==> src/rtl/icache_perf_cnt.sv <==
// Instruction-cache performance counters: nine event counters with a one-cycle registered read port.
// Define ICACHE_PERF_SATURATE_EN to saturate counters instead of wrapping them.
module icache_perf_cnt #(
   parameter int unsigned NR_FETCH_PORTS = 1,
   parameter int unsigned CNT_WIDTH      = 32
) (
   input  logic                                clk_i,
   input  logic                                rst_i,
   input  logic [NR_FETCH_PORTS-1:0][4:0]      l0_events_i,
   input  logic [3:0]                          l1_events_i,
   input  logic                                enable_i,
   input  logic                                clear_i,
   input  logic                                rd_valid_i,
   input  logic [3:0]                          rd_addr_i,
   output logic                                rd_rvalid_o,
   output logic [CNT_WIDTH-1:0]                rd_data_o,
   output logic                                rd_err_o,
   output logic [8:0]                          ovf_o
);

   localparam int unsigned NR_CNT = 9;
   localparam int unsigned INC_W  = 5;
   localparam int unsigned SUM_W  = CNT_WIDTH + 1;

   // Event bits follow the packed-struct order of the cache event types:
   // L0 {miss, hit, prefetch, double_hit, stall}, L1 {miss, hit, stall, handler_stall}, MSB first.
   logic [CNT_WIDTH-1:0] cnt_vec [16];
   logic                 rd_rvalid_reg;
   logic [CNT_WIDTH-1:0] rd_data_reg;
   logic                 rd_err_reg;
   logic                 rd_addr_bad;

   genvar gi;
   generate
      for (gi = 0; gi < NR_CNT; gi++) begin : g_cnt
         logic [INC_W-1:0]     inc;
         logic [SUM_W-1:0]     sum;
         logic [CNT_WIDTH-1:0] cnt_next;
         logic [CNT_WIDTH-1:0] cnt_reg;
         logic                 ovf_reg;

         if (gi < 5) begin : g_l0
            always_comb begin
               inc = '0;
               for (int p = 0; p < NR_FETCH_PORTS; p++) begin
                  inc = inc + INC_W'(l0_events_i[p][4-gi]);
               end
            end
         end else begin : g_l1
            assign inc = INC_W'(l1_events_i[8-gi]);
         end

         // The increment is at most 16, so a single carry bit flags every overflow.
         assign sum = {1'b0, cnt_reg} + SUM_W'(inc);
`ifdef ICACHE_PERF_SATURATE_EN
         assign cnt_next = sum[CNT_WIDTH] ? {CNT_WIDTH{1'b1}} : sum[CNT_WIDTH-1:0];
`else
         assign cnt_next = sum[CNT_WIDTH-1:0];
`endif

         always_ff @(posedge clk_i or posedge rst_i) begin
            if (rst_i) begin
               cnt_reg <= '0;
               ovf_reg <= 1'b0;
            end else if (clear_i) begin
               cnt_reg <= '0;
               ovf_reg <= 1'b0;
            end else if (enable_i) begin
               cnt_reg <= cnt_next;
               if (sum[CNT_WIDTH]) begin
                  ovf_reg <= 1'b1;
               end
            end
         end

         assign cnt_vec[gi] = cnt_reg;
         assign ovf_o[gi]   = ovf_reg;
      end

      // Unmapped indices read as zero so the read mux needs no range guard.
      for (gi = NR_CNT; gi < 16; gi++) begin : g_unmapped
         assign cnt_vec[gi] = '0;
      end
   endgenerate

   assign rd_addr_bad = (rd_addr_i > 4'd8);

   always_ff @(posedge clk_i or posedge rst_i) begin
      if (rst_i) begin
         rd_rvalid_reg <= 1'b0;
         rd_data_reg   <= '0;
         rd_err_reg    <= 1'b0;
      end else begin
         rd_rvalid_reg <= rd_valid_i;
         rd_err_reg    <= rd_valid_i & rd_addr_bad;
         if (rd_valid_i) begin
            rd_data_reg <= cnt_vec[rd_addr_i];
         end
      end
   end

   assign rd_rvalid_o = rd_rvalid_reg;
   assign rd_data_o   = rd_data_reg;
   assign rd_err_o    = rd_err_reg;

endmodule

==> config.mk <==
export PLATFORM = sky130hd
export DESIGN_NAME = icache_perf_cnt
export DESIGN_NICKNAME = d
export VERILOG_FILES = /design/src/rtl/icache_perf_cnt.sv
export SDC_FILE = /design/constraint.sdc
export NUM_CORES = 1
export LEC_CHECK = 0
export ABC_CLOCK_PERIOD_IN_PS = 11600
export BUFFER_PORTS_ARGS = -buffer_cell sky130_fd_sc_hd__buf_2
export CELL_PAD_IN_SITES_DETAIL_PLACEMENT = 2
export CELL_PAD_IN_SITES_GLOBAL_PLACEMENT = 2
export CORE_UTILIZATION = 35
export CTS_CLUSTER_SIZE = 28
export DETAILED_ROUTE_END_ITERATION = 16
export GPL_ROUTABILITY_DRIVEN = 0
export GPL_TIMING_DRIVEN = 0
export HOLD_SLACK_MARGIN = 0.05
export PLACE_DENSITY = 0.79
export REMOVE_ABC_BUFFERS = 1
export SYNTH_ARGS = -nofsm -noshare
export SYNTH_HDL_FRONTEND = slang
export SYNTH_SLANG_ARGS = --single-unit
==> constraint.sdc <==
create_clock -name clk_i -period 11.6 [get_ports clk_i]
set_input_delay 1.74 -clock clk_i [delete_from_list [all_inputs] [get_ports clk_i]]
set_output_delay 1.74 -clock clk_i [all_outputs]
set_load 0.02 [all_outputs]
Word level (Yosys, flattened, before mapping)
Cells that the tools add are included.

Flip-flop bits (word level): 331. Output and inout port bits: 43.

Bitwise operators: 2. Reductions and logical operators: 19. Add/subtract/negate cells: 9. Mux-type cells: 48. Magnitude comparators: 2.

Operators by type and width (number): 32-bit 2-to-1 mux (20); 32-bit by 1-bit adder with 33-bit output (9); 32-bit binary-select mux with 4-bit select (1); 1-bit 2-to-1 mux (27); 2-bit nonzero test (10); 2-bit AND reduction (9); 5-bit >= comparator, second input constant (1); 4-bit NOT with 5-bit output (1); 4-bit > comparator, second input constant (1); 1-bit AND (1).

Logic depth before layout (Yosys ltp)
Word-level depth: 4. Depth in mapped cells: 8. Depth with buffers taken out: 7.

Worst setup path before layout
No wires, ideal clock.

Path type: in2reg. From: input l1_events_i[2]. To: register g_cnt[6].cnt_reg[28]. Data arrival time: 3.207 ns. Cell stages on the path: 7. Path slack: 8.268 ns. Buffers on the path: 0. Data required time: 11.475 ns. Setup time: 0.125 ns. Path through: ha_1 ha_1 o2111ai_1 nor3_2 and2_1 nand4_1 mux2_2.

Cells in the longest elaborated chain, start to end: 3.

RTL lines: from (decl) (RTL line 10) `input logic [3:0] l1_events_i,`; 32-bit by 1-bit adder with 33-bit output (RTL line 54) `assign sum = {1'b0, cnt_reg} + SUM_W'(inc);`; 32-bit 2-to-1 mux (RTL line 68) `end else if (enable_i) begin`; 32-bit 2-to-1 mux (RTL line 65) `end else if (clear_i) begin`; to (signal assigned) (RTL line 69) `cnt_reg <= cnt_next;`; to (decl) (RTL line 39) `logic [CNT_WIDTH-1:0] cnt_reg;`.

Every way passes these cells. The select of a mux whose other input is x is not followed. A chain may end at the register's enable or synchronous reset.

Worst setup path after layout
From: input clear_i. To: register g_cnt[5].cnt_reg[29].

Cells in the longest elaborated chain, start to end: 1.

RTL lines: from (decl) (RTL line 12) `input logic clear_i,`; 32-bit 2-to-1 mux / 2-bit nonzero test (equally long branches); to (signal assigned) (RTL line 69); to (decl) (RTL line 39).

Parallel ways exist; a longest one is shown, timed or not.

==> results by group <==
Final layout
  • Number of flip-flops in the largest register: 288
  • Share of layout cells above drive strength 1: 12.5%
  • Area Growth Syn to Fin: 12.5%
  • Net count, final: about 1800

Placement
  • DPL Wire Length: 42.1 mm
  • Place WS: slightly below 7000 ps
  • Input/output buffers: 60

Floorplanning
  • Die Wd: between 200 and 250 um
  • I/O pin cnt: between 60 and 70
  • Chip Height: roughly 230 um
  • Num rows: 83
  • Die area: roughly 0.053 mm^2
  • Starting Density: a little over a third
  • Area of the core: roughly 0.051 mm^2

GRT
  • Vias in the first global route: roughly 16000
  • Largest net degree at the start of global routing: about 120
  • Gr usage total: between 20% and 30%
  • Grt ovf: 0
  • Antenna violations before repair: 3
  • Global-route wire length before repair: roughly 95 mm

STA
  • Setup Skew: 23.0 ps
  • Final setup violation count: 0
  • Setup ws final: 7380 ps
  • Final worst path period share: between 30% and 40%
  • Min Clock Period, post-route: 4220 ps
  • Setup_tns: 0 ps
  • Hold Violations, Final: 0
  • Worst-Margin Slew: approximately 1300 ps
  • Max Clk Rate: about 240 MHz
  • Max_slew headroom: about a tenth
  • Final Slew Violations: 0
  • RSZ-0062 raised after global routing: no

Clock network
  • Post_cts resized: 0
  • Clock transition at path regs: 60 ps
  • CTS tree: yes
  • Skew-Pair Late Insertion Delay: around 570 ps
  • Clock sink count: between 300 and 400
  • CTS Hold Bufs: 0
  • Max clock buf depth: 3
  • Clk Tree Root Cell: clkbuf_16
  • CTS Buf Count: 40
  • H-tree lvl count: 2
  • Post-CTS Setup Repair Bufs: 0

Power
  • P_int: roughly 0.002 W
  • Leakage: 8.67 nW
  • Seq pwr share: approximately 46%
  • Switching Share: about a quarter
  • Design Power: 0.00255 W
  • Maximum VDD drop: 0.103 mV
  • Power per cell area: ~120 mW/mm^2
  • Sw Pwr: 0.000606 W
  • Combinational share of power: 4.4%
  • Clock power share: about half

Detailed routing
  • Vias per cell: approximately 5.7
  • Drt drc: 0
  • Post-route antenna net violation count: 0
  • Post-DR wirelength/cell: around 24 um
  • Vias: between 10000 and 15000
  • DRT Pass-1 Iters: 6
  • Iter 0 DRT Violations: about 740
  • Final wirelength: roughly 60 mm

Synthesis
  • Synth Register Bits: ~330
  • Synth Flop Type: dfrtp_1
  • Synthesized cell area: around 0.018 mm^2
  • Synth top area share: 45.4%
  • Number of enable flip-flop cells after synthesis: 0
  • Main area contributors after synthesis: dfrtp_1 (45%), xor2_1 (9.3%), mux4_2 (7.8%)
  • Seq/Total Area, Yosys: between 40% and 50%
  • Synth top cells by count: dfrtp_1 (331), nor2_1 (312), xor2_1 (193), nand4_1 (128), nand3_1 (93)
  • Mapped Cells: approximately 1800
  • Syn. warnings: 0
  • Average size of a mapped cell: a little over 10 um^2
  • Synth cell types: between 60 and 70
  • FFs w/ async S/R, synth: 100%
  • Most common cell in the synthesized netlist: dfrtp_1
  • Largest area contributor in the netlist: dfrtp_1

Worst hold path
  • Hold depth: 2
  • Worst Hold Class: reg -> reg
  • Hold Crit Start: g_cnt[0].ovf_reg
  • Hold EP: g_cnt[0].ovf_reg

Worst setup path
  • CP startpoint: clear_i
  • CP arrival: about 4700 ps
  • CP Max Fanout: between 100 and 150
  • Worst r2r src: g_cnt[2].cnt_reg[0]
  • Worst flop-to-flop path endpoint: g_cnt[2].cnt_reg[26]
  • Worst setup path class: in -> reg
  • Setup slack, reg-to-reg: approximately 8700 ps
  • Worst Setup Start Kind: input pin
  • WP data required: approximately 12000 ps
  • Worst Reg-to-Reg Cells: 7
  • CP Capture Type: flop

Run
  • Max-cap violations: 0

Run status
  • Status: complete, no violations
metal layers:
layer  part of all wire, %  vias to the layer above  GRT usage [%]
met4                   3.2                        2           8.55
met3                   2.9                       85           2.62
met2                    49                      218           38.9
li1                      -                     6396              -
met5                 0.032                        -              0
met1                    45                     7679           30.9
metrics by stage:
stage / hold slack (ps) / area (um^2) / instances / util (%)
finish: 517 / 20500 / 2523 / 40.0
global route: 563 / 20500 / 2522 / 40.0
CTS: 528 / 20500 / 2522 / 40.0
detailed placement: 514 / 19200 / 2451 / 37.4
global placement: 487 / 19000 / 2443 / 36.9
floorplan: 476 / 17800 / 1703 / -
layout make-up:
type	instances	area [um^2]
multi-input cells	1351	9480
well taps	680	851
fillers	5461	30900
flip-flops and latches	331	8280
clock inverters	12	100
repair buffers	68	518
inverters	21	86.3
diodes	1	2.50
clock buffers	59	1220
layout by cell type (no fill, tap or decap), drive strengths merged, types with 2 or more instances in the layout:
| master | netlist | layout |
|---|---|---|
| dfrtp | 331 | 331 |
| nor2 | 313 | 313 |
| xor2 | 193 | 193 |
| nand4 | 130 | 130 |
| nand3 | 93 | 93 |
| nand2 | 89 | 89 |
| buf | 44 | 68 |
| mux4 | 64 | 64 |
| clkbuf | 47 | 59 |
| xnor2 | 58 | 58 |
| o21ai | 53 | 53 |
| mux2i | 50 | 50 |
| a21oi | 46 | 46 |
| nor2b | 39 | 39 |
| nor3 | 39 | 39 |
| and3 | 37 | 37 |
| nor4 | 29 | 29 |
| and4 | 25 | 25 |
| inv | 21 | 21 |
| and2 | 19 | 19 |
| ha | 18 | 18 |
| or3 | 15 | 15 |
| clkinv | 0 | 11 |
| a41oi | 5 | 5 |
| o2111ai | 5 | 5 |
| nor4b | 5 | 5 |
| mux2 | 3 | 3 |
| or4 | 3 | 3 |
| o211ai | 3 | 3 |
| nor3b | 2 | 2 |
| o2111a | 2 | 2 |
| a31oi | 2 | 2 |
| nand2b | 2 | 2 |
| or2 | 2 | 2 |
worst max path at each step:
stage,end,slack (ps),cells after the start
floorplan,g_cnt[0].cnt_reg[0],690,1
global placement,g_cnt[1].cnt_reg[27],-3770,2
detailed placement,g_cnt[5].cnt_reg[27],6870,7
CTS,g_cnt[5].cnt_reg[29],7420,7
global route,g_cnt[5].cnt_reg[29],7260,7
finish,g_cnt[5].cnt_reg[29],7380,7
critical path: stages:
cell and delay (ps):
buf_8 390, buf_16 420, o21ai_0 430, nor4_1 1030, nand4_1 210, xor2_1 210, nor2_1 70
logic make-up after synthesis:
group                      after synthesis  share of synthesized area (%)
AOI/OAI and AO/OA                      118                           3.71
xor gates and xnor gates               251                           12.0
adders and majority gates               18                           1.23
buffers and inverters                  112                           2.78
DFF                                    331                           45.4
muxes                                  117                           10.8
and+or+nand+nor                        847                           24.1
power groups by stage:
| stage | Clock, W | Sequential, W | Combinational, W |
|---|---|---|---|
| after floorplan | 0 | 0.00119 | 0.0000443 |
| after global placement | 0 | 0.00119 | 0.000103 |
| after detailed placement | 0 | 0.00119 | 0.000114 |
| after CTS | 0.00131 | 0.00116 | 0.000115 |
| after global routing | 0.00134 | 0.00117 | 0.000123 |
| final | 0.00127 | 0.00117 | 0.000112 |
Power figures use the tool's default switching activity.
